### config.mk
export PLATFORM = sky130hd
export DESIGN_NAME = restoring_divider_p
export DESIGN_NICKNAME = d
export VERILOG_FILES = /design/src/rtl/restoring_divider_p.sv
export SDC_FILE = /design/constraint.sdc
export NUM_CORES = 1
export LEC_CHECK = 0
export ABC_CLOCK_PERIOD_IN_PS = 3400
export CAP_MARGIN = 20
export CORE_MARGIN = 5
export CORE_UTILIZATION = 50
export DETAILED_ROUTE_END_ITERATION = 6
export GPL_ROUTABILITY_DRIVEN = 0
export PLACE_DENSITY = 0.81
export SETUP_SLACK_MARGIN = 0.1
export SLEW_MARGIN = 20
export SYNTH_ARGS = -nofsm -noshare
export SYNTH_HDL_FRONTEND = slang
export SYNTH_SLANG_ARGS = --single-unit
### constraint.sdc
create_clock -name clk -period 3.4 [get_ports clk]
set_clock_uncertainty 0.2 [all_clocks]
set_input_delay 0.85 -clock clk [delete_from_list [all_inputs] [get_ports clk]]
set_output_delay 0.85 -clock clk [all_outputs]
set_load 0.1 [all_outputs]
### src/rtl/restoring_divider_p.sv
// Multi-cycle restoring divider: one quotient bit per clock, start/ready handshake.
// Define DIVIDER_SIGNED_EN for two's-complement operands (adds one sign fix-up cycle).
module restoring_divider_p #(
    parameter int unsigned DIVIDEND_W = 32,
    parameter int unsigned DIVISOR_W  = 16
) (
    input  logic                          clk,
    input  logic                          clr,
    input  logic                          start,
    input  logic [DIVIDEND_W-1:0]         a,
    input  logic [DIVISOR_W-1:0]          b,
    output logic [DIVIDEND_W-1:0]         q,
    output logic [DIVISOR_W-1:0]          r,
    output logic                          ready,
    output logic                          busy,
    output logic [$clog2(DIVIDEND_W)-1:0] count,
    output logic                          dbz
);

    localparam int unsigned CNT_W = $clog2(DIVIDEND_W);
    localparam int unsigned REM_W = DIVISOR_W + 1;
    localparam logic [CNT_W-1:0] LAST_CNT = CNT_W'(DIVIDEND_W - 1);

`ifdef DIVIDER_SIGNED_EN
    typedef enum logic [1:0] {
        S_IDLE = 2'd0,
        S_RUN  = 2'd1,
        S_FIX  = 2'd2
    } state_t;
`else
    typedef enum logic {
        S_IDLE = 1'b0,
        S_RUN  = 1'b1
    } state_t;
`endif

    state_t                  state_q, state_n;
    logic [DIVIDEND_W-1:0]   q_q, q_n;
    logic [DIVISOR_W-1:0]    r_q, r_n;
    logic [DIVISOR_W-1:0]    breg_q, breg_n;
    logic [CNT_W-1:0]        count_q, count_n;
    logic                    busy_q, busy_n;
    logic                    ready_q, ready_n;
    logic                    dbz_q, dbz_n;

    logic [DIVIDEND_W-1:0]   a_mag;
    logic [DIVISOR_W-1:0]    b_mag;
    logic [REM_W-1:0]        rem_shift;
    logic [REM_W-1:0]        rem_diff;
    logic                    rem_ge;

`ifdef DIVIDER_SIGNED_EN
    logic                    qneg_q, qneg_n;
    logic                    rneg_q, rneg_n;

    // Operand magnitudes; the most-negative divisor maps to its own unsigned magnitude
    assign a_mag = a[DIVIDEND_W-1] ? (~a + DIVIDEND_W'(1)) : a;
    assign b_mag = b[DIVISOR_W-1]  ? (~b + DIVISOR_W'(1))  : b;
`else
    assign a_mag = a;
    assign b_mag = b;
`endif

    // Trial subtract on the full DIVISOR_W+1 bits so a set remainder MSB compares correctly
    assign rem_shift = {r_q, q_q[DIVIDEND_W-1]};
    assign rem_diff  = rem_shift - {1'b0, breg_q};
    assign rem_ge    = (rem_shift >= {1'b0, breg_q});

    always_ff @(posedge clk) begin
        if (clr) begin
            state_q <= S_IDLE;
            q_q     <= '0;
            r_q     <= '0;
            breg_q  <= '0;
            count_q <= '0;
            busy_q  <= 1'b0;
            ready_q <= 1'b0;
            dbz_q   <= 1'b0;
`ifdef DIVIDER_SIGNED_EN
            qneg_q  <= 1'b0;
            rneg_q  <= 1'b0;
`endif
        end else begin
            state_q <= state_n;
            q_q     <= q_n;
            r_q     <= r_n;
            breg_q  <= breg_n;
            count_q <= count_n;
            busy_q  <= busy_n;
            ready_q <= ready_n;
            dbz_q   <= dbz_n;
`ifdef DIVIDER_SIGNED_EN
            qneg_q  <= qneg_n;
            rneg_q  <= rneg_n;
`endif
        end
    end

    always_comb begin
        state_n = state_q;
        q_n     = q_q;
        r_n     = r_q;
        breg_n  = breg_q;
        count_n = count_q;
        busy_n  = busy_q;
        ready_n = ready_q;
        dbz_n   = dbz_q;
`ifdef DIVIDER_SIGNED_EN
        qneg_n  = qneg_q;
        rneg_n  = rneg_q;
`endif

        case (state_q)
            S_IDLE: begin
                if (start) begin
                    ready_n = 1'b0;
                    dbz_n   = 1'b0;
                    count_n = '0;
                    r_n     = '0;
                    if (b == '0) begin
                        // Divide by zero resolves on the accept edge without iterating
                        breg_n  = '0;
                        q_n     = '1;
                        r_n     = a[DIVISOR_W-1:0];
                        ready_n = 1'b1;
                        dbz_n   = 1'b1;
                    end else begin
                        breg_n  = b_mag;
                        q_n     = a_mag;
                        busy_n  = 1'b1;
                        state_n = S_RUN;
`ifdef DIVIDER_SIGNED_EN
                        qneg_n  = a[DIVIDEND_W-1] ^ b[DIVISOR_W-1];
                        rneg_n  = a[DIVIDEND_W-1];
`endif
                    end
                end
            end

            S_RUN: begin
                q_n     = {q_q[DIVIDEND_W-2:0], rem_ge};
                r_n     = rem_ge ? rem_diff[DIVISOR_W-1:0] : rem_shift[DIVISOR_W-1:0];
                count_n = count_q + CNT_W'(1);
                if (count_q == LAST_CNT) begin
                    count_n = '0;
`ifdef DIVIDER_SIGNED_EN
                    state_n = S_FIX;
`else
                    busy_n  = 1'b0;
                    ready_n = 1'b1;
                    state_n = S_IDLE;
`endif
                end
            end

`ifdef DIVIDER_SIGNED_EN
            S_FIX: begin
                q_n     = qneg_q ? (~q_q + DIVIDEND_W'(1)) : q_q;
                r_n     = rneg_q ? (~r_q + DIVISOR_W'(1))  : r_q;
                busy_n  = 1'b0;
                ready_n = 1'b1;
                state_n = S_IDLE;
            end
`endif

            default: begin
                state_n = S_IDLE;
                busy_n  = 1'b0;
            end
        endcase
    end

    assign q     = q_q;
    assign r     = r_q;
    assign ready = ready_q;
    assign busy  = busy_q;
    assign count = count_q;
    assign dbz   = dbz_q;

endmodule

==> run summary <==
Status -> completed
Post-layout min period -> 2940 ps
Most used flip-flop cell after synthesis -> dfxtp_1
Fraction of layout cells with a size suffix above 1 -> 0.154
CP max stage delay -> 620 ps
Lkg Pwr -> 2.22 nW
HPWL after DPL -> 10.2 mm
Compound-cell area share of the yosys netlist -> 0.248
Post-synth ARST share -> 0
Root cell of the clock tree -> clkbuf_8
Final setup violating endpoints -> 0
Family with the most delay on the worst path -> compound AO/OA/AOI/OAI gates
CTS tree -> yes
Post-Place Cells -> 754
Die width -> 103 µm
IO buf count -> 106
Post-synthesis instance total -> 567
Netlist cell types -> 64
Hold Fails Final Rpt -> 0
CTS Hold Bufs -> 0
Power per cell area -> 666 mW/mm²
Setup ws final -> 461 ps
Seq/Total Area, Yosys -> 0.338
GRT Total Usage -> 0.263
CP max FO -> 11
I/O Pins -> 107
Most Frequent Cell on Critical Path -> a2111oi_2
Clock sink count -> 73
Post-synthesis net count -> 637
Initial antenna violation count -> 0
Sw frac -> 0.474
CP endpoint kind -> flip-flop
Startpoint Class -> flip-flop
Hold_sp -> breg_q[3]
Start of the worst register-to-register path -> r[3]
Nets -> 727
Worst R2R Setup Slack -> 460 ps
Setup TNS Final -> 0 ps
Num CTS Buffers -> 9
Final Max Tran Viols -> 0
CTS H-tree depth -> 3
DR DRC count -> 0
Crit path arrival time -> 2990 ps
Layout area overhead -> 28.3%
Logic pwr share -> 0.500
Max Cap Viol -> 0
Net load switching power -> 0.00175 W
Routed Antenna Nets -> 0
RSZ-0062 raised after global routing -> no
Total number of vias -> 4,698
Flop pwr share -> 0.279
Largest net degree at the start of global routing -> 40
Largest family of logic cells by synthesized area -> simple AND/OR/NAND/NOR gates
Fraction of synthesized area in multiplexers -> 0.00348
Buf+Inv Stages, Crit Path -> 0
Starting Density -> 0.505
DIE AREA -> 0.0106 mm²
Synthesis Warnings -> 0
Clock-pin transition on the worst setup and hold timing paths -> 80 ps
Total gr overflow -> 0
Post-synth EDFFs -> 0
Die height -> 103 µm
FF-to-FF End -> r[14]
# fillers -> 760
Setup CP Type -> reg -> reg
Synth Area in XOR/XNOR -> 0.0162
Final Non-Filler Cells -> 770
Worst Hold Endpoint -> breg_q[3]
Vias in the first global route -> 4,342
Clock group share of total power -> 0.221
TritonRoute pass-1 iters -> 6
Post-CTS setup buffers -> 0
Yosys reg bits -> 73
Hold depth -> 2
Crit path cell chain -> ha_1 -> a21oi_1 -> nand2b_4 -> o21ai_2 -> a311o_1 -> a2111oi_2 -> a2111oi_2
Peak VDD IR -> 0.289 mV
Worst slack at placement -> 294 ps
Worst-Margin Slew -> 889 ps
Max Root-Sink Buffers -> 2
Min-delay worst type -> reg -> reg
Synthesized-area fraction occupied by adder cells -> 0.0568
Syn_area_per_cell -> 7.62 µm²
Worst R2R Path Depth -> 7
Max Clock Freq -> 340 MHz
Internal power -> 0.00194 W
Max_slew headroom -> 0.405
Wire per inst -> 18.0 µm
Final core utilization -> 0.648
Worst Path Required -> 3450 ps
Core Box Area -> 0.00855 mm²
Rows -> 34
WL final -> 13.9 mm
Period utilisation layout -> 0.864
Cell Area, Synth -> 0.00432 mm²
Crit. path cell count -> 7
Worst path slowest cell -> a311o_1
Vias per inst -> 6.10
Iter 0 DRT Violations -> 469
First-pass GRT wire length -> 21.9 mm
CTS resizes -> 0
# diodes -> 0
Post-synthesis simple-gate area fraction -> 0.277
Insertion delay to the later sink of the worst-skew pair -> 370 ps
==> synthesized netlist by cell type (all sizes together) (2+ instances only) <==
| master | number | area share |
|---|---|---|
| a311o | 6 | 0.014 |
| a21oi | 42 | 0.049 |
| ha | 18 | 0.052 |
| xnor2 | 6 | 0.012 |
| nor2 | 56 | 0.049 |
| clkbuf | 31 | 0.027 |
| o211ai | 8 | 0.014 |
| a2111oi | 3 | 0.0090 |
| nand2b | 8 | 0.013 |
| o2111ai | 3 | 0.0061 |
| o31ai | 2 | 0.0035 |
| o32ai | 2 | 0.0041 |
| nor3 | 43 | 0.052 |
| a311oi | 5 | 0.016 |
| a31oi | 9 | 0.013 |
| or3 | 35 | 0.051 |
| nor4 | 6 | 0.0087 |
| a21boi | 6 | 0.010 |
| o21a | 4 | 0.0070 |
| xor2 | 2 | 0.0041 |
| a211oi | 6 | 0.014 |
| buf | 9 | 0.013 |
| o22ai | 2 | 0.0029 |
| nand3 | 14 | 0.016 |
| dfxtp | 73 | 0.34 |
| o311a | 2 | 0.0046 |
| nor2b | 7 | 0.012 |
| nand2 | 59 | 0.052 |
| o21ai | 48 | 0.056 |
| nor3b | 4 | 0.0070 |
| a21o | 5 | 0.0087 |
| inv | 23 | 0.020 |
| nand4 | 5 | 0.0072 |
==> power groups by stage <==
stage / logic (W) / registers, W / clock network [W]
finish: 0.00185 / 0.00103 / 0.000818
detailed placement: 0.00181 / 0.00105 / 0
floorplan: 0.000871 / 0.00155 / 0
global placement: 0.00178 / 0.00104 / 0
CTS: 0.00182 / 0.00103 / 0.000823
global route: 0.00196 / 0.00104 / 0.000857
==> cells by family (layout without fill, tap and decap cells) <==
family	Yosys count	count (layout)
compound gates	160	160
xor+xnor	8	8
fa+ha+maj	19	19
buf+inv	64	159
flops	73	73
mux	1	1
simple gates	242	242
==> worst max path at each step <==
stage                      from     to
after detailed placement   b[0]   r[1]
after floorplan           q[31]  r[14]
after global routing       r[3]  r[14]
after global placement     b[0]  q[31]
after CTS                  r[3]  r[14]
final                      r[3]  r[14]
==> state kept, by name, indices dropped and copies added (netlist names) <==
register / count
breg_q: 16
busy: 1
count: 5
dbz: 1
q: 32
r: 16
ready: 1
state_q: 1
==> through the flow <==
step | cell area (µm²) | power [W] | hold slack (ps)
floorplan | 4320 | 0.00242 | 236
global placement | 5310 | 0.00282 | 244
detailed placement | 5310 | 0.00286 | 247
CTS | 5540 | 0.00367 | 259
global route | 5540 | 0.00385 | 279
finish | 5540 | 0.00369 | 258
==> cell type report <==
cell class	instances	area, µm²	share of cell area
Clock buffer	10	138	0.0248
Clock inverter	6	97.6	0.0176
Multi-Input combinational cell	430	2600	0.468
Tap cell	108	135	0.0244
Sequential cell	73	1460	0.264
Timing Repair Buffer	119	1030	0.185
Inverter	24	90.1	0.0162
==> worst min-delay path: stages, from the launching register on <==
cell     delay (ps)
dfxtp_1         320
nand2_1          50
a21oi_1          50
==> cells in the final DEF (no fill, tap or decap), types with 5 or more instances in the layout <==
cell              n
buf_4            68
nand3_1          14
or3_1            35
nor3_1           42
clkdlybuf4s50_1  49
nand4_1           5
a21boi_0          5
clkbuf_8         10
nand2b_1          7
ha_1             18
xnor2_1           6
nor4_1            6
nor2b_1           6
nand2_1          58
a21o_1            5
o21ai_0          45
a21oi_1          42
nor2_1           55
o211ai_1          8
a31oi_1           9
inv_1            23
dfxtp_1          73
a311o_1           6
==> layer usage <==
layer / global-route usage / up-vias / part of all wire
li1: - / 2223 / -
met1: 0.343 / 2231 / 0.42
met2: 0.433 / 211 / 0.46
met3: 0.0521 / 33 / 0.090
met4: 0.0926 / 0 / 0.025
met5: 0 / - / 0
No activity file was read; power rests on OpenSTA's default activity.
